$ cat config.mk
export PLATFORM = sky130hd
export DESIGN_NAME = execute
export DESIGN_NICKNAME = d
export VERILOG_FILES = /design/src/rtl/execute.sv
export SDC_FILE = /design/constraint.sdc
export NUM_CORES = 1
export LEC_CHECK = 0
export BUFFER_PORTS_ARGS = -buffer_cell sky130_fd_sc_hd__buf_4
export CORE_AREA = 5 5 246 248
export DETAILED_ROUTE_END_ITERATION = 8
export DIE_AREA = 0 0 251 253
export GPL_TIMING_DRIVEN = 1
export HOLD_SLACK_MARGIN = 0.05
export MAX_ROUTING_LAYER = met4
export PLACE_DENSITY_LB_ADDON = 0.2
export SYNTH_ARGS = -nofsm -noshare
export SYNTH_HDL_FRONTEND = slang
export SYNTH_SLANG_ARGS = --single-unit
$ cat constraint.sdc
create_clock -name clk -period 7.7 [get_ports clk]
set_input_delay 1.155 -clock clk [delete_from_list [all_inputs] [get_ports clk]]
set_output_delay 1.155 -clock clk [all_outputs]
set_load 0.02 [all_outputs]
$ cat src/rtl/execute.sv
// ============================================================================
// Module   : execute
// Brief    : Pipeline EX stage. Holds the ALU, an iterative radix-2
//            multiply/divide unit that owns the HI/LO registers, the
//            MF/MT HI/LO moves and the EX/MEM pipeline register.
// Revision : 1.0 - initial release
// ============================================================================
`default_nettype none

module execute (
    input  logic        clk,
    input  logic        reset,
    input  logic        valid_e,
    input  logic [2:0]  control_e_i,
    input  logic [2:0]  alu_control_e,
    input  logic        alu_src_e,
    input  logic [31:0] src_a_e,
    input  logic [31:0] src_b_e,
    input  logic [31:0] sign_imm_e,
    input  logic [3:0]  md_op_e,
    input  logic [4:0]  write_reg_e,
    output logic        stall_e,
    output logic [2:0]  control_m_o,
    output logic [31:0] alu_result_m,
    output logic [31:0] mem_write_data_m,
    output logic [4:0]  write_reg_m
);

    // md_op_e encodings; 9..15 decode to nothing
    localparam logic [3:0] C_MD_MULT  = 4'd1;
    localparam logic [3:0] C_MD_MULTU = 4'd2;
    localparam logic [3:0] C_MD_DIV   = 4'd3;
    localparam logic [3:0] C_MD_DIVU  = 4'd4;
    localparam logic [3:0] C_MD_MFHI  = 4'd5;
    localparam logic [3:0] C_MD_MFLO  = 4'd6;
    localparam logic [3:0] C_MD_MTHI  = 4'd7;
    localparam logic [3:0] C_MD_MTLO  = 4'd8;

    typedef enum logic [0:0] {
        S_IDLE = 1'b0,
        S_BUSY = 1'b1
    } state_t;

    state_t      state_q;
    logic [4:0]  cnt_q;
    logic [31:0] hi_q, lo_q;
    logic [63:0] acc_q;        // {partial product | remainder, multiplier | dividend/quotient}
    logic [31:0] bmag_q;       // |B|: multiplicand or divisor
    logic [31:0] dividend_q;   // original dividend, returned in HI on divide-by-zero
    logic        is_div_q;
    logic        neg_q_q;      // negate product / quotient at the end
    logic        neg_r_q;      // negate remainder at the end
    logic        div_zero_q;

    logic [63:0] acc_d;
    logic [31:0] hi_fin_d, lo_fin_d;
    logic [31:0] alu_b, alu_res;
    logic        is_start_op, is_md_op, md_start, exec_e;
    logic        start_signed, start_div;
    logic [31:0] abs_a, abs_b;

    // Decode of the md operation and the stall/start conditions
    always_comb begin
        is_start_op  = (md_op_e >= C_MD_MULT) && (md_op_e <= C_MD_DIVU);
        is_md_op     = (md_op_e >= C_MD_MULT) && (md_op_e <= C_MD_MTLO);
        stall_e      = valid_e && is_md_op && (state_q == S_BUSY);
        exec_e       = valid_e && !stall_e;
        md_start     = valid_e && is_start_op && (state_q == S_IDLE);
        start_signed = (md_op_e == C_MD_MULT) || (md_op_e == C_MD_DIV);
        start_div    = (md_op_e == C_MD_DIV) || (md_op_e == C_MD_DIVU);
        abs_a        = (start_signed && src_a_e[31]) ? (32'd0 - src_a_e) : src_a_e;
        abs_b        = (start_signed && src_b_e[31]) ? (32'd0 - src_b_e) : src_b_e;
    end

    // ALU: operand select and operation
    always_comb begin
        alu_b = alu_src_e ? sign_imm_e : src_b_e;
        case (alu_control_e)
            3'b000:  alu_res = src_a_e & alu_b;
            3'b001:  alu_res = src_a_e | alu_b;
            3'b010:  alu_res = src_a_e + alu_b;
            3'b011:  alu_res = src_a_e ^ alu_b;
            3'b100:  alu_res = ~(src_a_e | alu_b);
            3'b101:  alu_res = {31'd0, (src_a_e < alu_b)};
            3'b110:  alu_res = src_a_e - alu_b;
            default: alu_res = {31'd0, ($signed(src_a_e) < $signed(alu_b))};
        endcase
    end

    // One radix-2 step of the md unit and the sign-corrected final HI/LO
    always_comb begin
        logic [32:0] sum;
        logic [33:0] diff;
        logic [32:0] shifted;
        logic [63:0] prod;
        logic [31:0] quot, rem;
        sum     = {1'b0, acc_q[63:32]} + (acc_q[0] ? {1'b0, bmag_q} : 33'd0);
        shifted = {acc_q[63:31]};
        diff    = {1'b0, shifted} - {2'b00, bmag_q};
        if (is_div_q) begin
            // restoring divide: keep the difference only when it did not borrow
            acc_d = {(diff[33] ? shifted[31:0] : diff[31:0]), acc_q[30:0], ~diff[33]};
        end else begin
            acc_d = {sum, acc_q[31:1]};
        end
        prod = neg_q_q ? (64'd0 - acc_d) : acc_d;
        quot = neg_q_q ? (32'd0 - acc_d[31:0]) : acc_d[31:0];
        rem  = neg_r_q ? (32'd0 - acc_d[63:32]) : acc_d[63:32];
        if (!is_div_q) begin
            hi_fin_d = prod[63:32];
            lo_fin_d = prod[31:0];
        end else if (div_zero_q) begin
            hi_fin_d = dividend_q;
            lo_fin_d = 32'hFFFF_FFFF;
        end else begin
            hi_fin_d = rem;
            lo_fin_d = quot;
        end
    end

    // md unit FSM, iteration datapath and HI/LO registers
    always_ff @(posedge clk) begin
        if (reset) begin
            state_q    <= S_IDLE;
            cnt_q      <= 5'd0;
            hi_q       <= 32'd0;
            lo_q       <= 32'd0;
            acc_q      <= 64'd0;
            bmag_q     <= 32'd0;
            dividend_q <= 32'd0;
            is_div_q   <= 1'b0;
            neg_q_q    <= 1'b0;
            neg_r_q    <= 1'b0;
            div_zero_q <= 1'b0;
        end else begin
            case (state_q)
                S_IDLE: begin
                    if (md_start) begin
                        state_q    <= S_BUSY;
                        cnt_q      <= 5'd31;
                        acc_q      <= {32'd0, abs_a};
                        bmag_q     <= abs_b;
                        dividend_q <= src_a_e;
                        is_div_q   <= start_div;
                        neg_q_q    <= start_signed && (src_a_e[31] ^ src_b_e[31]);
                        neg_r_q    <= start_signed && src_a_e[31];
                        div_zero_q <= (src_b_e == 32'd0);
                    end else if (exec_e && (md_op_e == C_MD_MTHI)) begin
                        hi_q <= src_a_e;
                    end else if (exec_e && (md_op_e == C_MD_MTLO)) begin
                        lo_q <= src_a_e;
                    end
                end
                S_BUSY: begin
                    acc_q <= acc_d;
                    if (cnt_q == 5'd0) begin
                        hi_q    <= hi_fin_d;
                        lo_q    <= lo_fin_d;
                        state_q <= S_IDLE;
                    end else begin
                        cnt_q <= cnt_q - 5'd1;
                    end
                end
                default: state_q <= S_IDLE;
            endcase
        end
    end

    // EX/MEM pipeline register; a stall inserts a bubble
    always_ff @(posedge clk) begin
        if (reset) begin
            control_m_o      <= 3'd0;
            alu_result_m     <= 32'd0;
            mem_write_data_m <= 32'd0;
            write_reg_m      <= 5'd0;
        end else if (stall_e) begin
            control_m_o <= 3'd0;
        end else begin
            control_m_o      <= valid_e ? control_e_i : 3'd0;
            mem_write_data_m <= src_b_e;
            write_reg_m      <= write_reg_e;
            if (valid_e && (md_op_e == C_MD_MFHI)) begin
                alu_result_m <= hi_q;
            end else if (valid_e && (md_op_e == C_MD_MFLO)) begin
                alu_result_m <= lo_q;
            end else begin
                alu_result_m <= alu_res;
            end
        end
    end

endmodule

`default_nettype wire

==> results of run 1 <==
[layout by cell type (no fill, tap or decap), types with 37 or more instances in the layout]
cell type  instances
xnor2_1          107
a211oi_1          93
a21o_1            50
o21ai_0          234
nor2_1           366
nor3_1            86
o211ai_1          50
and2_1            53
ha_1             166
mux2i_1           99
clkbuf_16         37
nand2_1          425
dfxtp_1          271
buf_4            231
a31oi_1           73
and3_1            42
xor2_1            55
nand3_1           45
a21oi_1          337
inv_1            168
[per-layer routing]
layer / vias to the layer above / global-route usage / wire [um]
met2: 1747 / 0.5232 / 49180
met1: 13585 / 0.4715 / 47570
met5: - / - / 0
met3: 264 / 0.06563 / 12370
li1: 13238 / - / -
met4: 0 / 0.1397 / 5824
[synth_stat cells (all sizes together), types with 22 or more instances]
cell and instances:
nor2 371, o21bai 30, nor4 38, a221oi 22, nand2b 22, a311oi 24, mux2 25, nand3 47
o221ai 26, o211ai 50, xor2 55, a31oi 74, or3 31, clkbuf 210, xnor2 107, mux2i 99
and2 55, ha 166, a22oi 35, nor3 89, a21o 50, inv 170, and3 42, dfxtp 274
o31ai 34, o21ai 236, a21oi 338, nand4 33, nand2 428, a211oi 95, buf 46
[cell type report]
cell class	count	share of cell area
Multi-Input combinational cell	2915	0.6479
Sequential cell	274	0.1905
Timing Repair Buffer	233	0.06130
Clock buffer	52	0.03718
Tap cell	773	0.03353
Inverter	173	0.02256
Clock inverter	16	0.006811
Antenna cell	3	0.0002603
[critical path, cell delays in order (launching register included)]
cell and delay, ns:
dfxtp_1 0.34, inv_1 0.05, ha_1 0.40, a21o_1 0.23, a31oi_1 0.47, o211ai_1 0.21
a21o_1 0.38, nor4_2 0.57, nor2_1 0.19, inv_1 0.09, ha_1 0.19, o2111ai_1 0.17
or3_1 0.45, or2_2 0.35, nand4bb_1 0.31, or3_1 0.41, or2_2 0.43, o41ai_1 0.42
xnor2_1 0.17, nor2_1 0.06, o221ai_1 0.18, a21oi_1 0.09
[final timing paths]
path | slack [ns] | cells after the start | from | end
setup / recovery | 1.38 | 21 | bmag_q[22] | hi_q[8]
setup reg to reg | 1.38 | 21 | bmag_q[22] | hi_q[8]
hold reg to reg | 0.45 | 2 | mem_write_data_m[28] | mem_write_data_m[28]
hold / removal | 0.45 | 2 | mem_write_data_m[28] | mem_write_data_m[28]
[sequential cells by signal, summed over array words and instances, names as in the netlist]
signal and count:
alu_result_m 32, neg_q_q 1, mem_write_data_m 32, acc_q 64, neg_r_q 1, write_reg_m 5, bmag_q 32, div_zero_q 1
dividend_q 32, cnt_q 5, state_q 1, is_div_q 1, lo_q 32, hi_q 32, control_m_o 3
[report_power, final]
group	switching, W	total [W]	internal (W)
Combinational	0.000955	0.00147	0.000513
Sequential	0.0000892	0.00159	0.00151
Clock	0.000766	0.00185	0.00108
Total	0.00181	0.00491	0.00310
[stage by stage]
step	utilization	area [um^2]
2_1_floorplan	-	25760
3_3_place_gp	0.4733	27570
3_5_place_dp	0.4733	27570
4_1_cts	0.4951	28840
5_1_grt	0.4952	28840
6_report	0.4952	28840
[cells by family (layout without fill, tap and decap cells)]
family,Yosys count,after routing,share of synthesized area
mux,124,124,0.04940
buf+inv,429,474,0.06465
fa+ha+maj,170,170,0.08373
compound gates,1225,1225,0.3134
flops,274,274,0.2129
xor+xnor,162,162,0.05508
other cells,0,3,0
simple gates,1234,1234,0.2208
==> flow_summary_export.csv, run 1 <==
group,metric,value,unit
clocking,cts.reportedPaths.clkPinSlew,0.06,ns
final_layout,ff_latch_area,5494,um^2
logic_synthesis,synth_ff_type,"dfxtp_1",
job,cap_violations,0,
critical_path,path_max_fanout,11,
clocking,clockBufferDepth,3,
clocking,root_buffer,"clkbuf_16",
die,fp.dieW,251,um
final_layout,fin_nets,3919,
die,num_rows,89,
drt,vias,28834,
logic_synthesis,yosys.area.top_type,"dfxtp_1",
final_layout,multi_input_area,18690,um^2
run_status,status,"finished clean",
placed_design,hpwl,85600,um
drt,wl_per_cell,25.89,um
drt,antenna_left,0,
timing,setup_tns,0,ns
placed_design,preCtsSetupSlack,1.553,ns
timing,rsz0062_at_grt,"no",
logic_synthesis,synthTopCellsByArea,"dfxtp_1 (21%), ha_1 (8.1%), a21oi_1 (6.5%)",
logic_synthesis,syn_nets,3903,
clocking,cts_htree_levels,2,
placed_design,dp.cells,4368,
logic_synthesis,synth.ff_latch_count,274,
timing,slew_headroom,0.2471,
grt,grt_use_total,0.3511,
drt,wirelength,114900,um
final_layout,syn2layout_area_growth,11.96,%
grt,grt_pass1_vias,26040,
timing,whs,0.4515,ns
grt,grt_antenna_before_repair,3,
grt,grt_max_degree,121,
logic_synthesis,syn_avg_cell_area,7.120,um^2
logic_synthesis,async_flop_share,0,
logic_synthesis,netlist_area,25760,um^2
timing,setup_violations,0,
hold_path,hold_path.class,"reg2reg",
drt,drcViolationCount,0,
critical_path,start_kind,"flop",
logic_synthesis,synth.top_cell.area_share,0.2129,
die,die_height,253,um
timing,worstMarginPinSlew,1.126,ns
die,die_area,63500,um^2
die,start_util,0.4423,
critical_path,crit_arrival,6.74,ns
placed_design,gp_congestion,1.016,
clocking,cts_buffers,37,
clocking,clock_latency,0.59,ns
timing,slew_viol_final,0,
drt,viasPerCell,6.496,
placed_design,portBuffers,187,
grt,gr-total-overflow,0,
logic_synthesis,synth-edff-count,0,
clocking,cts_tree,"yes",
final_layout,layout-drive-gt1-share,0.1067,
logic_synthesis,yosys_warnings,0,
critical_path,crit_type,"reg2reg",
drt,drt-initial-drc-count,3899,
die,pin_count,188,
pwr,finalPower,0.004912,W
clocking,hold_buffers,0,
die,core,58240,um^2
drt,dr.pass1.iters,8,
pwr,power_leakage,11.98,nW
final_layout,fillerInstances,5928,
timing,period_minus_slack,6.322,ns
clocking,clock-sinks,274,
timing,finClkSkew,0.02810,ns
clocking,postCtsSetupRepairBufs,0,
critical_path,required,8.12,ns
pwr,power_density,170.3,nW/um^2
logic_synthesis,syn_inst,3618,
critical_path,cp-end-kind,"flop",
timing,fin_ws,1.378,ns
logic_synthesis,yosysSeqAreaShare,0.2129,
logic_synthesis,yosys.cell_types.count,91,
timing,hold_viol,0,
timing,period_share,0.8210,
timing,fmaxAchievable,158.2,MHz
grt,grt_pass1_wl,169000,um
final_layout,instances_no_fill,4439,
pwr,ir_worst_vdd,0.1669,mV
clocking,cts_resized,0,
No activity file was read; power rests on OpenSTA's default activity.
==> run 2, diff against run 1 <==
==> constraint.sdc (replaced) <==
create_clock -name clk -period 6.5 [get_ports clk]
set_input_delay 0.975 -clock clk [delete_from_list [all_inputs] [get_ports clk]]
set_output_delay 0.975 -clock clk [all_outputs]
set_load 0.02 [all_outputs]
==> flow_summary_export.csv, run 2 (synthesis results as in run 1) <==
group,metric,value,unit
die,core,58240,um^2
clocking,root_buffer,"clkbuf_16",
final_layout,mostFrequentLayoutCells,"nand2_1 (425), nor2_1 (365), a21oi_1 (337), dfxtp_1 (271), buf_4 (259)",
grt,grt_use_total,0.3549,
drt,viasPerCell,6.439,
critical_path,cp_cell_sequence,"ha_1 > a21oi_1 > o211ai_1 > a21boi_2 > nor3_2 > nor4_2 > nor2_1 > inv_1 > ha_1 > o2111ai_1 > or3_1 > or2_2 > nand4bb_1 > or3_1 > or2_2 > o31ai_1 > xnor2_1 > nor2_1 > a211oi_1 > o41ai_1",
drt,drt-initial-drc-count,3574,
pwr,power_leakage,12.08,nW
clocking,cts_htree_levels,2,
grt,met3_usage,0.07498,
die,fp.dieW,251,um
timing,whs,0.4522,ns
timing,setup_tns,0,ns
drt,drcViolationCount,0,
placed_design,gp_congestion,1.016,
placed_design,portBuffers,187,
timing,period_share,0.9189,
clocking,clock-sinks,274,
critical_path,required,6.97,ns
critical_path,cpPeakStageDelay,0.51,ns
pwr,power_density,198.8,nW/um^2
clocking,hold_buffers,0,
pwr,finalPower,0.005767,W
drt,antenna_left,0,
final_layout,layout-drive-gt1-share,0.1139,
final_layout,largest-register,"acc_q",
clocking,cts_tree,"yes",
clocking,cts_buffers,36,
timing,slew_viol_final,0,
timing,rsz0062_at_grt,"no",
critical_path,crit_arrival,6.44,ns
timing,period_minus_slack,5.973,ns
clocking,clockBufferDepth,3,
grt,grtUsageMet2,0.5284,
run_status,status,"finished clean",
clocking,cts_resized,0,
hold_path,hold_path.class,"reg2reg",
grt,gr-total-overflow,0,
drt,vias,28751,
clocking,clock_latency,0.58,ns
final_layout,final_common_cell,"nand2_1",
final_layout,syn2layout_area_growth,12.61,%
timing,fin_ws,0.5275,ns
critical_path,cp-end-kind,"flop",
die,pin_count,188,
grt,grt_pass1_wl,170400,um
clocking,cts.reportedPaths.clkPinSlew,0.06,ns
die,die_height,253,um
grt,grt_max_degree,81,
drt,wirelength,116200,um
placed_design,hpwl,87510,um
timing,setup_violations,0,
timing,hold_viol,0,
critical_path,crit_type,"reg2reg",
clocking,postCtsSetupRepairBufs,0,
critical_path,reg2reg_slack,0.53,ns
critical_path,cp_slowest_cell,"nor4_2",
drt,dr.pass1.iters,6,
timing,finClkSkew,0.02870,ns
timing,slew_headroom,0.1908,
timing,worstMarginPinSlew,1.210,ns
timing,fmaxAchievable,167.4,MHz
grt,busiest_layer,"met2",
grt,grt_pass1_vias,26113,
final_layout,fin_nets,3947,
critical_path,start_kind,"flop",
die,num_rows,89,
grt,grt_antenna_before_repair,2,
die,die_area,63500,um^2
drt,wl_per_cell,26.03,um
die,start_util,0.4423,
grt,use_met1,0.4743,
pwr,ir_worst_vdd,0.1947,mV
final_layout,largest_register_ffs,64,
critical_path,path_max_fanout,10,
placed_design,preCtsSetupSlack,0.6868,ns
job,cap_violations,0,
critical_path,crit_buf_inv,1,
final_layout,fillerInstances,5891,
critical_path,crit_family,"simple AND/OR/NAND/NOR gates",
-- run 2: worst register-to-register path: cells and delay by family (launching register included) --
kind,cells,cell delay (ns)
buffers and inverters,1,0.09
AO/OA/AOI/OAI,7,1.79
flip-flops,1,0.35
adder cells (fa/ha/maj),2,0.58
AND/OR/NAND/NOR,9,2.97
XOR/XNOR,1,0.10
-- run 2: area by class of cell --
type | instances | area (um^2) | area share
multi-input cells | 2915 | 18690 | 0.6441
clock inverters | 18 | 195.2 | 0.006728
clock buffers | 47 | 1012 | 0.03489
well taps | 773 | 967.2 | 0.03334
repair buffers | 262 | 1998 | 0.06888
inverters | 173 | 650.6 | 0.02243
diodes | 3 | 7.507 | 0.0002588
flip-flops and latches | 274 | 5494 | 0.1894
-- run 2: per-layer routing --
metal | wire [um] | vias up
met5 | 0 | -
met4 | 5419 | 0
met3 | 12130 | 244
met2 | 50090 | 1577
met1 | 48610 | 13638
li1 | - | 13292
-- run 2: metrics by stage --
stage,cell area [um^2],std cells,util
floorplan,25760,3618,-
global placement,27800,4397,0.4773
detailed placement,27800,4397,0.4773
CTS,29000,4462,0.4980
global route,29010,4464,0.4981
finish,29010,4465,0.4981
-- run 2: path summary, 6_finish.rpt --
check	start	to	cells after the start
hold reg to reg	write_reg_m[1]	write_reg_m[1]	2
setup / recovery	acc_q[41]	hi_q[6]	20
hold / removal	write_reg_m[1]	write_reg_m[1]	2
setup reg to reg	acc_q[41]	hi_q[6]	20
-- run 2: power breakdown --
part | switching (W) | leakage, nW | total (W) | internal (W)
clock | 0.000907 | 0.586 | 0.00210 | 0.00120
sequential | 0.000100 | 2.24 | 0.00188 | 0.00178
combinational | 0.00116 | 9.25 | 0.00178 | 0.000624
total | 0.00216 | 12.1 | 0.00577 | 0.00360
